`src/rtl/ss_walker.sv`:
```
// Save-state walker: sweeps all 256 mapper save-state slots, saving them to a host buffer or restoring them from it.
// Latency: 4 cycles per slot; done pulses 1025 cycles after the accepted start, busy falls one cycle later.
// Backpressure: none; the walk runs at a fixed rate and can only be stopped by abort or rst.
//
// Ports:
//   clk, rst                 clock, asynchronous active-high reset
//   start, dir, abort        controller request (dir 0 = save, 1 = restore), abort of a running walk
//   busy, done               walk in progress, one-cycle completion pulse
//   buf_*                    host buffer side (registered read, one-cycle read latency)
//   ss_*                     mapper save-state side; mapper latches ss_wdat on the falling edge of ss_m2
//   chk                      running XOR checksum of transferred bytes (only when SS_WALK_CHK_EN is defined)
//
// Optional feature macro: SS_WALK_CHK_EN (adds the chk port and its accumulator).
module ss_walker (
    input  logic       clk,
    input  logic       rst,
    input  logic       start,
    input  logic       dir,
    input  logic       abort,
    output logic       busy,
    output logic       done,
    output logic [7:0] buf_addr,
    output logic       buf_re,
    input  logic [7:0] buf_rdat,
    output logic       buf_we,
    output logic [7:0] buf_wdat,
    output logic       ss_act,
    output logic       ss_we,
    output logic [7:0] ss_addr,
    output logic [7:0] ss_wdat,
    output logic       ss_m2,
    input  logic [7:0] ss_rdat
`ifdef SS_WALK_CHK_EN
    ,
    output logic [7:0] chk
`endif
);

    typedef enum logic [2:0] {
        S_IDLE  = 3'd0,
        S_SETUP = 3'd1,
        S_DATA  = 3'd2,
        S_LATCH = 3'd3,
        S_FALL  = 3'd4,
        S_DONE  = 3'd5
    } state_t;

    state_t     r_state;
    logic       r_dir;
    logic [7:0] r_addr;
    logic       r_busy;
    logic       r_done;
    logic       r_buf_re;
    logic       r_buf_we;
    logic [7:0] r_buf_wdat;
    logic       r_ss_act;
    logic       r_ss_we;
    logic [7:0] r_ss_wdat;
    logic       r_ss_m2;
`ifdef SS_WALK_CHK_EN
    logic [7:0] r_chk;
`endif

    // Every output is a register loaded with the value it must carry in the
    // state being entered, so the outputs change only on clock edges (and on rst).
    always_ff @(posedge clk or posedge rst) begin
        if (rst) begin
            r_state    <= S_IDLE;
            r_dir      <= 1'b0;
            r_addr     <= 8'h00;
            r_busy     <= 1'b0;
            r_done     <= 1'b0;
            r_buf_re   <= 1'b0;
            r_buf_we   <= 1'b0;
            r_buf_wdat <= 8'h00;
            r_ss_act   <= 1'b0;
            r_ss_we    <= 1'b0;
            r_ss_wdat  <= 8'h00;
            r_ss_m2    <= 1'b0;
`ifdef SS_WALK_CHK_EN
            r_chk      <= 8'h00;
`endif
        end else begin
            // Single-cycle strobes default low; states below raise them as needed.
            r_done   <= 1'b0;
            r_buf_re <= 1'b0;
            r_buf_we <= 1'b0;
            r_ss_we  <= 1'b0;
            r_ss_m2  <= 1'b0;

            if (r_state != S_IDLE && abort) begin
                // Abort wins over every other transition, including the
                // checksum update at the end of FALL.
                r_state  <= S_IDLE;
                r_busy   <= 1'b0;
                r_ss_act <= 1'b0;
            end else begin
                case (r_state)
                    S_IDLE: begin
                        if (start && !abort) begin
                            r_state  <= S_SETUP;
                            r_dir    <= dir;
                            r_addr   <= 8'h00;
                            r_busy   <= 1'b1;
                            r_ss_act <= 1'b1;
                            r_buf_re <= dir;
`ifdef SS_WALK_CHK_EN
                            r_chk    <= 8'h00;
`endif
                        end
                    end
                    S_SETUP: begin
                        r_state <= S_DATA;
                        r_ss_m2 <= 1'b1;
                    end
                    S_DATA: begin
                        r_state <= S_LATCH;
                        r_ss_m2 <= 1'b1;
                        r_ss_we <= r_dir;
                        // Buffer data requested in SETUP is valid during DATA.
                        if (r_dir) begin
                            r_ss_wdat <= buf_rdat;
                        end
                    end
                    S_LATCH: begin
                        r_state  <= S_FALL;
                        // ss_we is held through FALL so the mapper sees it at the m2 falling edge.
                        r_ss_we  <= r_dir;
                        r_buf_we <= !r_dir;
                        if (!r_dir) begin
                            r_buf_wdat <= ss_rdat;
                        end
                    end
                    S_FALL: begin
`ifdef SS_WALK_CHK_EN
                        r_chk <= r_chk ^ (r_dir ? r_ss_wdat : r_buf_wdat);
`endif
                        if (r_addr == 8'hFF) begin
                            r_state  <= S_DONE;
                            r_done   <= 1'b1;
                            r_ss_act <= 1'b0;
                        end else begin
                            r_state  <= S_SETUP;
                            r_addr   <= r_addr + 8'd1;
                            r_buf_re <= r_dir;
                        end
                    end
                    S_DONE: begin
                        r_state <= S_IDLE;
                        r_busy  <= 1'b0;
                    end
                    default: begin
                        r_state  <= S_IDLE;
                        r_busy   <= 1'b0;
                        r_ss_act <= 1'b0;
                    end
                endcase
            end
        end
    end

    assign busy     = r_busy;
    assign done     = r_done;
    assign buf_addr = r_addr;
    assign buf_re   = r_buf_re;
    assign buf_we   = r_buf_we;
    assign buf_wdat = r_buf_wdat;
    assign ss_act   = r_ss_act;
    assign ss_we    = r_ss_we;
    assign ss_addr  = r_addr;
    assign ss_wdat  = r_ss_wdat;
    assign ss_m2    = r_ss_m2;
`ifdef SS_WALK_CHK_EN
    assign chk      = r_chk;
`endif

endmodule

```
`config.mk`:
```
export PLATFORM = sky130hd
export DESIGN_NAME = ss_walker
export DESIGN_NICKNAME = d
export VERILOG_FILES = /design/src/rtl/ss_walker.sv
export SDC_FILE = /design/constraint.sdc
export NUM_CORES = 1
export LEC_CHECK = 0
export ABC_CLOCK_PERIOD_IN_PS = 1800
export BUFFER_PORTS_ARGS = -buffer_cell sky130_fd_sc_hd__buf_2
export CORE_MARGIN = 1.5
export CORE_UTILIZATION = 35
export CTS_CLUSTER_DIAMETER = 60
export DETAILED_ROUTE_END_ITERATION = 8
export MAX_ROUTING_LAYER = met4
export SLEW_MARGIN = 20
export SYNTH_ARGS = -nofsm -noshare
export SYNTH_HDL_FRONTEND = slang
export SYNTH_SLANG_ARGS = --single-unit
export TNS_END_PERCENT = 1
```
`constraint.sdc`:
```
create_clock -name clk -period 1.8 [get_ports clk]
set_input_delay 0.09 -clock clk [delete_from_list [all_inputs] [get_ports clk]]
set_output_delay 0.09 -clock clk [all_outputs]
set_load 0.01 [all_outputs]
```
==> results of run 1 <==
## layer usage
| layer | wire [um] | global-route usage, % | vias up |
|---|---|---|---|
| li1 | - | - | 593 |
| met1 | 1410 | 17.2 | 612 |
| met2 | 1600 | 23.5 | 55 |
| met3 | 256 | 4.36 | 2 |
| met4 | 17 | 3.14 | 0 |
| met5 | 0 | - | - |
## synth_stat cells, types with 3 or more instances
cell,instances
a22o_1,3
dfrtp_1,35
inv_1,3
nand2_1,9
nor2_2,3
nand3_1,5
mux2_2,15
buf_4,12
and3_1,5
nor2_1,4
nor3_1,6
## through the flow
| step | hold WS [ps] | cell area, um2 |
|---|---|---|
| 2_1_floorplan | 214 | 1640 |
| 3_3_place_gp | 203 | 1940 |
| 3_5_place_dp | 223 | 1940 |
| 4_1_cts | 19.7 | 2050 |
| 5_1_grt | 12.1 | 2050 |
| 6_report | 22.6 | 2050 |
## power by group
part	switching, mW	internal [mW]
Clock	0.263	0.349
Sequential	0.107	0.974
Combinational	0.259	0.290
## cell usage in the layout, fill, tap and decap left out, types with 4 or more instances in the layout
master and count:
buf_2 59, nand2_1 9, buf_4 5, mux2_2 15
and3_1 5, nor2_1 4, dfrtp_1 35, nor3_1 6
nand3_1 5, clkbuf_8 7
## state kept, by name, summed over array words and instances (netlist names), 3 cells and up
| name | count |
|---|---|
| buf_wdat | 8 |
| buf_addr | 8 |
| r_state | 3 |
| ss_wdat | 8 |
## repair_timing
item,CTS,global route
hold buffers,1,0
gates resized for setup,0,0
hold endpoints to repair,35,0
## area by class of cell
cell class,count,area [um2],area share (%)
clock buffers,8,100,4.88
repair buffers,65,343,16.7
multi-input cells,84,656,32.0
flip-flops and latches,35,876,42.7
inverters,3,11.3,0.549
well taps,52,65.1,3.17
## how the worst min path moves through the flow
stage	to	depth (start not counted)
after global placement	buf_wdat[1]	3
after floorplan	r_dir	2
after global routing	ss_wdat[0]	2
final	r_dir	3
after CTS	ss_wdat[0]	2
after detailed placement	buf_wdat[3]	3
## worst max-delay path, stage by stage, from the launching register on
cell	delay, ps
dfrtp_1	510
nor2_2	270
and3_1	310
nor2_2	100
a221o_1	350
## cell families after synthesis
group	Yosys count	share of synthesized area (%)
AO/OA/AOI/OAI	18	9.09
multiplexers	17	11.7
buffers and inverters	16	6.49
adder cells (fa/ha/maj)	1	0.764
XOR/XNOR	1	0.535
flip-flops	35	53.5
AND/OR/NAND/NOR	47	18.0
==> impl_metrics.csv, run 1 <==
group,metric,value,unit
outcome,status,"finished, final reports clean",
logic_synthesis,yosys_warnings,0,
timing,setup_viol,0,
routing,via_per_inst,5.11,
logic_synthesis,ys.flop_type,"dfrtp_1",
critical_path,cp-start-kind,"flip-flop",
pwr,irDropWorstVdd,0.000459,V
grt,grt-ovfl-total,0,
critical_path,reg2reg_slack,140,ps
clock_tree,clock_sinks,35,
critical_path,critPathCaptureType,"flip-flop",
finish,fillers,431,
critical_path,rr_worst_depth,4,
min_path,hp-start,"dir",
clock_tree,cts_tree,"done",
finish,drive_gt1_share,49.2,%
logic_synthesis,synth-edff-count,0,
critical_path,endpoint,"buf_addr[7]",
timing,timing.fmax,0.602,GHz
floorplan,die_area,0.00510,mm2
place,placed_cells,238,
clock_tree,cts-buffers-inserted,5,
logic_synthesis,synth_nets,157,
logic_synthesis,syn_area,0.00164,mm2
timing,clock_skew,5.11,ps
finish,antenna_cells,0,
pwr,p_leak,1.08,nW
grt,antenna_found_initial,0,
clock_tree,htreeDepth,2,
floorplan,initial_core_util,37.1,%
logic_synthesis,yosysTopAreaCell,"dfrtp_1",
critical_path,critPathKind,"reg -> reg",
critical_path,cp_max_fo,8,
logic_synthesis,ys_seq_area_share,53.5,%
finish,area_growth,25.2,%
timing,fin_tns_setup,0,ps
critical_path,r2r_start,"r_state[0]",
grt,grt_pass1_wl,5580,um
grt,grt_usage,14.2,%
routing,totalWireLength,3280,um
floorplan,core_area,0.00441,mm2
logic_synthesis,postSynthAreaPerCell,12.1,um2
clock_tree,worst_skew_pair.late_latency,280,ps
place,place_congestion,0.840,
place,pre_cts_slack,168,ps
pwr,cellPowerDensity,1090,mW/mm2
logic_synthesis,synthArstFlopShare,100,%
critical_path,worstReg2RegEnd,"buf_addr[7]",
clock_tree,root_buffer,"clkbuf_8",
routing,drtIter0Drc,44,
routing,first_pass_iters,4,
min_path,hold_class,"in -> reg",
timing,fin_crit,1660,ps
logic_synthesis,ys_types,37,
grt,grt_max_degree,36,
routing,wire_per_inst,13.3,um
place,dpl.hpwl,2470,um
clock_tree,clk_pin_slew,70,ps
timing,fin_crit_sh,92.2,%
timing,hold_violations,0,
clock_tree,postCtsSetupRepairBufs,0,
clock_tree,clockBufferDepth,2,
floorplan,die_y,71.4,um
critical_path,cp.arrival,1830,ps
finish,final_util,46.5,%
timing,drv_slew,0,
logic_synthesis,synth_cells,135,
logic_synthesis,ys_top_cells_by_area,"dfrtp_1 (53%), mux2_2 (10%), buf_4 (5.5%), nand2_1 (2.1%), and3_1 (1.9%)",
logic_synthesis,synth_seq_cells,35,
timing,tightestPinTransition,417,ps
job,cap_viol_max_count,0,
logic_synthesis,synth_top_area_share,53.5,%
routing,remaining_drc_errors,0,
routing,vias,1262,
timing,setup_ws,140,ps
grt,grt_pass1_vias,1251,
timing,grt_setup_unrepaired,"false",
timing,relSlewSlack,71.5,%
finish,layout.cells.non_filler,247,
pwr,power,2.24,mW
floorplan,die_x,71.4,um
floorplan,rows,24,
critical_path,crit_required,1970,ps
place,io_buffers,59,
floorplan,io_pins,60,
critical_path,crit_start,"r_state[0]",
finish,fin_nets,216,
routing,ant_nets,0,
Note: power is estimated with default switching activity, not from simulation.
==> inputs of run 2 (changes only) <==
PLACE_DENSITY_LB_ADDON = 0.12   (was default)
==> run 2 against run 1 <==
Against the previous run: sequential power is essentially flat; critical endpoint unchanged; critical path type unchanged; first-iteration DRC count shrank 25%; utilization shrank 0.34 points; via count shrank 3.6%; final cell count is the same; count of clock-buffer cells in the layout shrank 2; non-clock buffer count is the same.
==> impl_metrics.csv, run 2 (synthesized netlist as in run 1, its figures left out) <==
group,metric,value,unit
timing,fin_crit_sh,91.8,%
grt,grt_pass1_wl,5600,um
timing,timing.fmax,0.605,GHz
grt,grt_pass1_vias,1219,
critical_path,cp-start-kind,"flip-flop",
finish,final_common_cell,"buf_2",
critical_path,critPathCaptureType,"flip-flop",
clock_tree,postCtsSetupRepairBufs,0,
place,post_dp_cell_area,0.00194,mm2
clock_tree,cts-buffers-inserted,5,
outcome,status,"finished, final reports clean",
clock_tree,clockBufferDepth,2,
timing,setup_viol,0,
min_path,hold_class,"in -> reg",
finish,area_growth,24.3,%
finish,final_util,46.1,%
timing,hold_violations,0,
clock_tree,clock_sinks,35,
routing,remaining_drc_errors,0,
routing,first_pass_iters,3,
routing,via_per_inst,4.93,
timing,setup_ws,148,ps
pwr,irDropWorstVdd,0.000471,V
clock_tree,root_buffer,"clkbuf_8",
clock_tree,worst_skew_pair.late_latency,290,ps
floorplan,core_area,0.00441,mm2
finish,final_cell_mix,"buf_2 (59), dfrtp_1 (35), mux2_2 (15)",
pwr,p_leak,1.07,nW
place,pre_cts_slack,165,ps
grt,grt-ovfl-total,0,
finish,seq_area,876,um2
timing,fin_crit,1650,ps
grt,grt_max_degree,36,
grt,grt_most_used_layer,"met2",
place,dpl.hpwl,2430,um
routing,totalWireLength,3310,um
timing,drv_slew,0,
routing,drtIter0Drc,33,
critical_path,cp_max_fo,8,
floorplan,die_area,0.00510,mm2
routing,ant_nets,0,
critical_path,crit_required,1980,ps
grt,antenna_found_initial,0,
grt,grt_usage,14.6,%
finish,fin_nets,216,
grt,grt_util_met1,15.2,%
finish,drive_gt1_share,49.2,%
finish,fillers,408,
place,place_congestion,0.808,
finish,antenna_cells,0,
critical_path,cp.arrival,1830,ps
timing,relSlewSlack,70.5,%
grt,grt_use_met2,24.5,%
floorplan,rows,24,
timing,clock_skew,2.93,ps
routing,vias,1217,
timing,tightestPinTransition,443,ps
timing,fin_tns_setup,0,ps
finish,multiInputGateArea,656,um2
grt,use_met3,5.20,%
clock_tree,htreeDepth,2,
clock_tree,cts_tree,"done",
floorplan,die_y,71.4,um
routing,wire_per_inst,13.4,um
timing,grt_setup_unrepaired,"false",
clock_tree,clk_pin_slew,70,ps
job,cap_viol_max_count,0,
floorplan,die_x,71.4,um
floorplan,io_pins,60,
place,io_buffers,59,
finish,fin_area,0.00204,mm2
pwr,cellPowerDensity,1070,mW/mm2
critical_path,critPathKind,"reg -> reg",
floorplan,initial_core_util,37.1,%
## run 2: final timing paths
path | start | endpoint | slack (ps) | depth (start not counted)
min in group asynchronous | rst | buf_wdat[7] | 460 | 4
hold / removal | dir | r_dir | 10 | 3
max in group asynchronous | rst | ss_we | 1010 | 4
setup reg to reg | r_state[0] | buf_addr[7] | 150 | 4
setup / recovery | r_state[0] | buf_addr[7] | 150 | 4
hold reg to reg | ss_wdat[0] | ss_wdat[0] | 490 | 1
## run 2: area by class of cell
class                   count  area share, %
flip-flops and latches     35           43.0
multi-input cells          84           32.2
repair buffers             65           16.8
clock buffers               6           3.56
well taps                  52           3.20
clock inverters             2          0.615
inverters                   3          0.553
## run 2: through the flow
stage | hold slack (ps) | power (mW) | instances
floorplan | 214 | 1.42 | 135
global placement | 211 | 1.64 | 238
detailed placement | 223 | 1.66 | 238
CTS | 5.79 | 2.22 | 247
global route | 7.59 | 2.32 | 247
finish | 10.2 | 2.19 | 247
## run 2: critical path, cell delays in order (launching register included)
cell and delay [ps]:
dfrtp_1 510, nor2_2 260, and3_1 320, nor2_2 100, a221o_1 350
## run 2: report_power, final
group | leakage [nW] | internal (mW) | switching [mW]
sequential | 0.455 | 0.973 | 0.108
combinational | 0.572 | 0.290 | 0.259
clock | 0.0412 | 0.270 | 0.285
## run 2: layer usage
| metal | part of all wire [%] | vias to the layer above |
|---|---|---|
| met4 | 2.1 | 0 |
| li1 | - | 590 |
| met1 | 42 | 586 |
| met2 | 49 | 34 |
| met3 | 7.0 | 7 |
| met5 | 0 | - |
## run 2: what timing repair did
item | in CTS | in global routing
hold buffers | 1 | 0
setup endpoints to repair | 0 | 0
endpoints found under the hold margin | 35 | 0
resized for setup | 0 | 0
